<file path="config.mk">
export PLATFORM = sky130hd
export DESIGN_NAME = aer_event_readout
export DESIGN_NICKNAME = d
export VERILOG_FILES = /design/src/rtl/aer_event_readout.sv
export SDC_FILE = /design/constraint.sdc
export NUM_CORES = 1
export LEC_CHECK = 0
export CAP_MARGIN = 5
export CORE_ASPECT_RATIO = 1.4
export CORE_MARGIN = 2
export CORE_UTILIZATION = 30
export DETAILED_ROUTE_END_ITERATION = 8
export GPL_ROUTABILITY_DRIVEN = 0
export HOLD_SLACK_MARGIN = 0.05
export PLACE_DENSITY = 0.57
export RECOVER_POWER = 25
export SETUP_SLACK_MARGIN = 0.4
export SYNTH_ARGS = -nofsm -noshare
export SYNTH_HDL_FRONTEND = slang
export SYNTH_SLANG_ARGS = --single-unit
export TNS_END_PERCENT = 1
</file>
<file path="constraint.sdc">
create_clock -name clk_i -period 4.1 [get_ports clk_i]
set_input_delay 0.615 -clock clk_i [delete_from_list [all_inputs] [get_ports clk_i]]
set_output_delay 0.615 -clock clk_i [all_outputs]
set_load 0.05 [all_outputs]
</file>
<file path="src/rtl/aer_event_readout.sv">
// aer_event_readout: consumer end of the AER pixel arbitration tree.
// Captures the granted pixel address with a free-running timestamp, pushes
// it into a first-word-fall-through event FIFO and pulses grp_release_o so
// the tree can re-arbitrate. Events drain over a valid/ready stream.
// Optional build macro AER_DROP_ON_FULL_EN: a full FIFO drops the event
// (counted on drop_cnt_o) rather than stalling the arbitration tree.
module aer_event_readout #(
  parameter int ADD_W      = 4,
  parameter int TS_W       = 16,
  parameter int FIFO_DEPTH = 8,
  parameter int CNT_W      = $clog2(FIFO_DEPTH) + 1
) (
  input  logic                    clk_i,
  input  logic                    reset_i,
  input  logic                    active_i,
  input  logic [ADD_W-1:0]        x_add_i,
  input  logic [ADD_W-1:0]        y_add_i,
  output logic                    grp_release_o,
  output logic                    evt_valid_o,
  input  logic                    evt_ready_i,
  output logic [TS_W+2*ADD_W-1:0] evt_data_o,
  output logic [CNT_W-1:0]        fifo_count_o,
  output logic                    busy_o
`ifdef AER_DROP_ON_FULL_EN
  ,
  output logic [15:0]             drop_cnt_o
`endif
);

  localparam int PTR_W = $clog2(FIFO_DEPTH);
`ifdef AER_DROP_ON_FULL_EN
  localparam bit DROP_EN = 1'b1;
`else
  localparam bit DROP_EN = 1'b0;
`endif

  typedef struct packed {
    logic [TS_W-1:0]  ts;
    logic [ADD_W-1:0] y;
    logic [ADD_W-1:0] x;
  } evt_t;

  typedef enum logic [1:0] {IDLE, RELEASE, SETTLE} state_t;

  state_t           state;
  logic [TS_W-1:0]  ts;
  evt_t             mem [FIFO_DEPTH];
  logic [PTR_W-1:0] wr_ptr, rd_ptr;
  logic             full, cap, push, pop;

  // Full is judged on start-of-cycle occupancy; a same-cycle pop does not free a slot.
  assign full        = (fifo_count_o == CNT_W'(FIFO_DEPTH));
  assign cap         = (state == IDLE) && active_i;
  assign push        = cap && !full;
  assign evt_valid_o = (fifo_count_o != '0);
  assign pop         = evt_valid_o && evt_ready_i;
  assign evt_data_o  = evt_valid_o ? mem[rd_ptr] : '0;

  // Free-running timestamp, wraps naturally at 2^TS_W.
  always_ff @(posedge clk_i or negedge reset_i) begin
    if (!reset_i) ts <= '0;
    else          ts <= ts + 1'b1;
  end

  // Capture / release / settle sequencer with registered handshake outputs.
  always_ff @(posedge clk_i or negedge reset_i) begin
    if (!reset_i) begin
      state         <= IDLE;
      grp_release_o <= 1'b0;
      busy_o        <= 1'b0;
    end else begin
      case (state)
        IDLE: begin
          if (active_i && (!full || DROP_EN)) begin
            state         <= RELEASE;
            grp_release_o <= 1'b1;
            busy_o        <= 1'b1;
          end
        end
        RELEASE: begin
          state         <= SETTLE;
          grp_release_o <= 1'b0;
        end
        default: begin
          state  <= IDLE;
          busy_o <= 1'b0;
        end
      endcase
    end
  end

  // Event storage; contents are masked by the occupancy count, so no reset.
  always_ff @(posedge clk_i) begin
    if (push) mem[wr_ptr] <= '{ts: ts, y: y_add_i, x: x_add_i};
  end

  // FIFO pointers and occupancy; power-of-two depth lets pointers wrap freely.
  always_ff @(posedge clk_i or negedge reset_i) begin
    if (!reset_i) begin
      wr_ptr       <= '0;
      rd_ptr       <= '0;
      fifo_count_o <= '0;
    end else begin
      if (push) wr_ptr <= wr_ptr + 1'b1;
      if (pop)  rd_ptr <= rd_ptr + 1'b1;
      case ({push, pop})
        2'b10:   fifo_count_o <= fifo_count_o + 1'b1;
        2'b01:   fifo_count_o <= fifo_count_o - 1'b1;
        default: fifo_count_o <= fifo_count_o;
      endcase
    end
  end

`ifdef AER_DROP_ON_FULL_EN
  // Saturating count of events discarded because the FIFO was full.
  always_ff @(posedge clk_i or negedge reset_i) begin
    if (!reset_i)                              drop_cnt_o <= '0;
    else if (cap && full && drop_cnt_o != '1)  drop_cnt_o <= drop_cnt_o + 1'b1;
  end
`endif

endmodule

</file>
**Yosys cells after proc, flatten, opt, wreduce, memory -nomap -nowiden**

Memory sizes are Yosys's and may differ from the RTL's.
Index checks and enable logic that the tools add are counted.

- Bits in latches: 0
- Output and inout port bits: 31
- Memory bits (writable): 192
- Memory bits (read-only): 0
- Word-level logic and storage cells: 39
- Memories: 1
- Input bits: 12
- Register bits: 30

- Multipliers: 0
- Divide/modulo/power cells: 0
- Add/sub/neg operators: 5
- Order comparisons: 0
- Shift-type cells: 0
- Reduce and logical (&&, ||, !) cells: 11
- Multiplexer cells: 9
- Bitwise logic cells: 1
- Eq/ne operators: 5

Memory list:

| memory | depth | width | rd ports | clocked after Yosys merged registers in | wr ports | line | RTL |
|---|---|---|---|---|---|---|---|
| mem | 8 | 24 | 1 | 0 | 1 | 47 | `evt_t mem [FIFO_DEPTH];` |

Operator list:

| operator | count |
|---|---|
| 24-bit 2-to-1 mux | 1 |
| 16-bit by 1-bit adder with 16-bit output, second input constant | 1 |
| 4-bit one-hot mux with 2 select lines | 1 |
| 3-bit by 1-bit adder with 3-bit output, second input constant | 2 |
| 4-bit by 1-bit adder with 4-bit output, second input constant | 1 |
| 2-bit by 1-bit equality test with 1-bit output, second input constant | 2 |
| 4-bit equality test, second input constant | 1 |
| 1-bit logical AND | 4 |
| 1-bit one-hot mux with 2 select lines | 2 |
| 2-bit one-hot mux with 2 select lines | 1 |
| 2-bit AND reduction | 2 |
| 2-bit nonzero test | 2 |
| 4-bit nonzero test | 1 |
| 4-bit by 1-bit subtractor with 4-bit output, second input constant | 1 |
| 1-bit 2-to-1 mux | 3 |
| 2-bit equality test, second input constant | 1 |
| 2-bit zero test | 1 |
| 2-bit 2-to-1 mux | 1 |
| 2-bit by 1-bit inequality test with 1-bit output, second input constant | 1 |
| 1-bit zero test | 1 |
| 1-bit NOT | 1 |

**Depth between registers and ports, before layout**

- Depth after elaboration: 5
- Mapped depth: 12

**Least setup slack after synthesis**

No wires, ideal clock.

- Kind: reg-to-reg
- Start point: register fifo_count_o[1]
- End point: memory mem[0][0] in the netlist's numbering, enable pin
- Slack: -305 ps
- Arrival time: 3939 ps
- Path buffers: 1
- Stages on the path, launching flop included: 6
- Cells stage by stage: dfrtp_1 buf_2 nor3_2 a2111oi_4 inv_4 nor4_1

- Cells in the longest elaborated chain, start to end: 5

Ends and longest elaborated chain:

| what | line | RTL |
|---|---|---|
| start: declaration | 22 | `output logic [CNT_W-1:0] fifo_count_o,` |
| start signal: assignment | 107 | `2'b10: fifo_count_o <= fifo_count_o + 1'b1;` |
| start signal: assignment | 108 | `2'b01: fifo_count_o <= fifo_count_o - 1'b1;` |
| start signal: assignment | 109 | `default: fifo_count_o <= fifo_count_o;` |
| 4-bit equality test | 52 | `assign full = (fifo_count_o == CNT_W'(FIFO_DEPTH));` |
| 1-bit zero test | 54 | `assign push = cap && !full;` |
| 1-bit logical AND | 54 |  |
| 1-bit 2-to-1 mux | 94 | `if (push) mem[wr_ptr] <= '{ts: ts, y: y_add_i, x: x_add_i};` |
| 1-bit 2-to-1 mux (not written as such) | 94 |  |
| end: declaration | 47 |  |

No other way between the ends.

**Final worst setup path**

- Start point: register rd_ptr[0]
- End point: output port evt_data_o[18]

- Cells in the longest elaborated chain, start to end: 2

Ends and longest elaborated chain:

| what | line | RTL |
|---|---|---|
| start: declaration | 48 | `logic [PTR_W-1:0] wr_ptr, rd_ptr;` |
| start signal: assignment | 105 | `if (pop) rd_ptr <= rd_ptr + 1'b1;` |
| memory read 8 x 24 bit | - |  |
| 24-bit 2-to-1 mux | 57 | `assign evt_data_o = evt_valid_o ? mem[rd_ptr] : '0;` |
| end: declaration | 21 | `output logic [TS_W+2*ADD_W-1:0] evt_data_o,` |

No other way between the ends.

==> run metrics <==
startpoint types=register; final setup fails=0; total of max-cap violations=0; Flop pwr share=36.5%; final net count=517; CTS tree=built; CTS max path bufs=3; Post-synth EDFFs=192; Sequential Area=6520 sq um; cell taking the most area after synthesis=edfxtp_1; area grow syn2layout=20.4%; Pwr Density=764 nW/um^2; Final Hold Violating Endpoints=0; fin crit share=82.1%; H-tree depth=1; NetSw=2.86 mW; Placed Area=9700 sq um; CP endpoint=evt_data_o[18]; vias in the first global route=4,500; Sw Ratio=35.7%; Reg-to-Reg Start=fifo_count_o[0]; drt wl/cell=19.2 um; Inst Count DP=844; area of the multi-input gates=2110 sq um; commonest cells in the netlist=edfxtp_1, mux4_2, nor2_1, dfrtp_1, mux2i_1; site row count=73; Hold Crit Class=input pin to async pin; Worst Setup End Kind=primary output; path depth of the worst reg2reg path=10; hold_buf cts=0; Util after Layout=36.8%; post-synthesis cell area=8700 sq um; placed wire-length estimate=9690 um; register-to-register setup slack=1360 ps; Post-Route Setup TNS=0 ps; CP max stage delay=720 ps; Die Area=30,400 sq um; RSZ-0062 raised after global routing=false; antenna violations before repair=0; Starting Density=30.5%; reg2reg end=fifo_count_o[2]; pre-CTS worst setup slack=857 ps; cell internal pwr=5.15 mW; first-pass GRT wire length=26,400 um; CORE AREA=28,500 sq um; final instance area=10,500 sq um; root buf cell=clkbuf_16; worst-path maximum fanout=25; sequential-to-total area share from yosys stat=74.9%; layout cell share with drive strength beyond 1=23.3%; initial drt markers=326; Initial DRT Pass Iterations=4; most numerous cell in the Yosys netlist=edfxtp_1; Synth cell types=39; net count after synthesis=448; Post-Syn Area per Cell=20.2 sq um; Design Power=8.00 mW; Worst slew margin=64.3%; share of power burned in the clock network=24.7%; Setup CP Type=register to primary output; worst-margin pin slew=536 ps; Pins Over Slew Limit=0; clock latency on the worst-skew pair=500 ps; Comb pwr share=38.8%; min Tclk post-route=3370 ps; Ports=43; Slowest-stage cell, CP=clkdlybuf4s50_1; worst hold slack=519 ps; Num CTS Buffers=23; Peak VDD IR=0.535 mV; overall global routing resource usage=11.4%; ys flop type=edfxtp_1; largest cells by area after synthesis=edfxtp_1, mux4_2, dfrtp_1, mux2i_1, nor2_1; Cells after Synth=430; Crit path arrival time=2750 ps; leakage=3.59 nW; Detail Route Antenna Nets=0; Fill cells=2,652; DIE HEIGHT=206 um; Final Skew=15.9 ps; CP Launch Point=rd_ptr[0]; gr ovfl total=0; synthesized flop and latch total=222; chip width=148 um; synth warn=0; Vias=4,133; PortBufs=42; crit path cell chain=buf_12 -> mux4_2 -> mux2i_1 -> nor2_1 -> clkdlybuf4s50_1; status=completed; critical path data required time=3480 ps; Via-to-Cell Ratio=4.64; largest net degree at the start of global routing=31; DRT Wirelength=17,100 um; Remaining DRCs=0; total clock sinks=222; n_diodes=0; CTS clk-pin slew, worst paths=60 ps; ys async rst share=13.5%; Fmax achieved=297 MHz; top-area cell type share of the netlist area=66.2%; PnR worst setup slack=733 ps; post-route insts no fill=890
## critical path: cells and delay by family (launching register included)
family | cells | cell delay (ps)
buffers and inverters | 2 | 960
muxes | 2 | 730
DFF | 1 | 460
and+or+nand+nor | 1 | 90
## layer usage
layer | GRT usage (%) | share of wire (%)
met1 | 14.0 | 41
met2 | 20.8 | 53
met3 | 1.91 | 4.0
met4 | 3.23 | 1.9
met5 | 0 | 0
## timing repair
item                                    CTS  global route
setup buffers                             5             0
resized for setup                         0             0
endpoints found under the setup margin    3             0
## power by group through the flow
stage | combinational [mW] | sequential (mW) | clock (mW)
after floorplan | 2.10 | 2.98 | 0
after global placement | 3.03 | 3.01 | 0
after detailed placement | 3.05 | 3.03 | 0
after CTS | 3.19 | 2.93 | 2.03
after global routing | 3.30 | 2.96 | 2.13
final | 3.10 | 2.92 | 1.98
## layout make-up
type | instances | area share (%)
clock inverters | 11 | 1.06
clock buffers | 30 | 5.74
well taps | 375 | 4.48
repair buffers | 63 | 5.99
inverters | 9 | 0.346
flip-flops and latches | 222 | 62.2
multi-input cells | 180 | 20.2
## cells by family after synthesis
group                    count (synthesis)  share of synthesized area (%)
AO/OA/AOI/OAI                            7                          0.762
XOR/XNOR                                23                           2.31
adder cells (fa/ha/maj)                  6                          0.862
buffers and inverters                   28                           1.41
flip-flops                             222                           74.9
multiplexers                            74                           15.4
AND/OR/NAND/NOR                         70                           4.36
## worst min-delay path by stage
stage | start | to | slack, ps | cells after the start
3_5_place_dp | state[1] | state[1] | 510 | 1
3_3_place_gp | state[1] | state[1] | 510 | 1
5_1_grt | state[1] | state[1] | 540 | 1
6_report | reset_i | state[1] | 520 | 2
4_1_cts | state[1] | state[1] | 520 | 1
2_1_floorplan | reset_i | busy_o | 320 | 0
## placed cells by master, fill, tap and decap left out, drive strengths merged, types with 2 or more instances in the layout
cell,n
a21oi,2
and2,2
and3,3
buf,21
bufinv,2
clkbuf,30
clkdlybuf4s50,42
clkinv,8
dfrtp,30
edfxtp,192
ha,6
inv,10
mux2,2
mux2i,24
mux4,48
nand2,9
nand3,7
nand4,2
nor2,31
nor3,5
nor3b,3
nor4,2
nor4b,2
o21ai,2
xnor2,13
xor2,10
## registers in the layout (all words and copies together) (netlist names)
register       flops
fifo_count_o       4
ts                16
busy_o             1
wr_ptr             3
rd_ptr             3
grp_release_o      1
mem              192
state              2
Power figures use the tool's default switching activity.
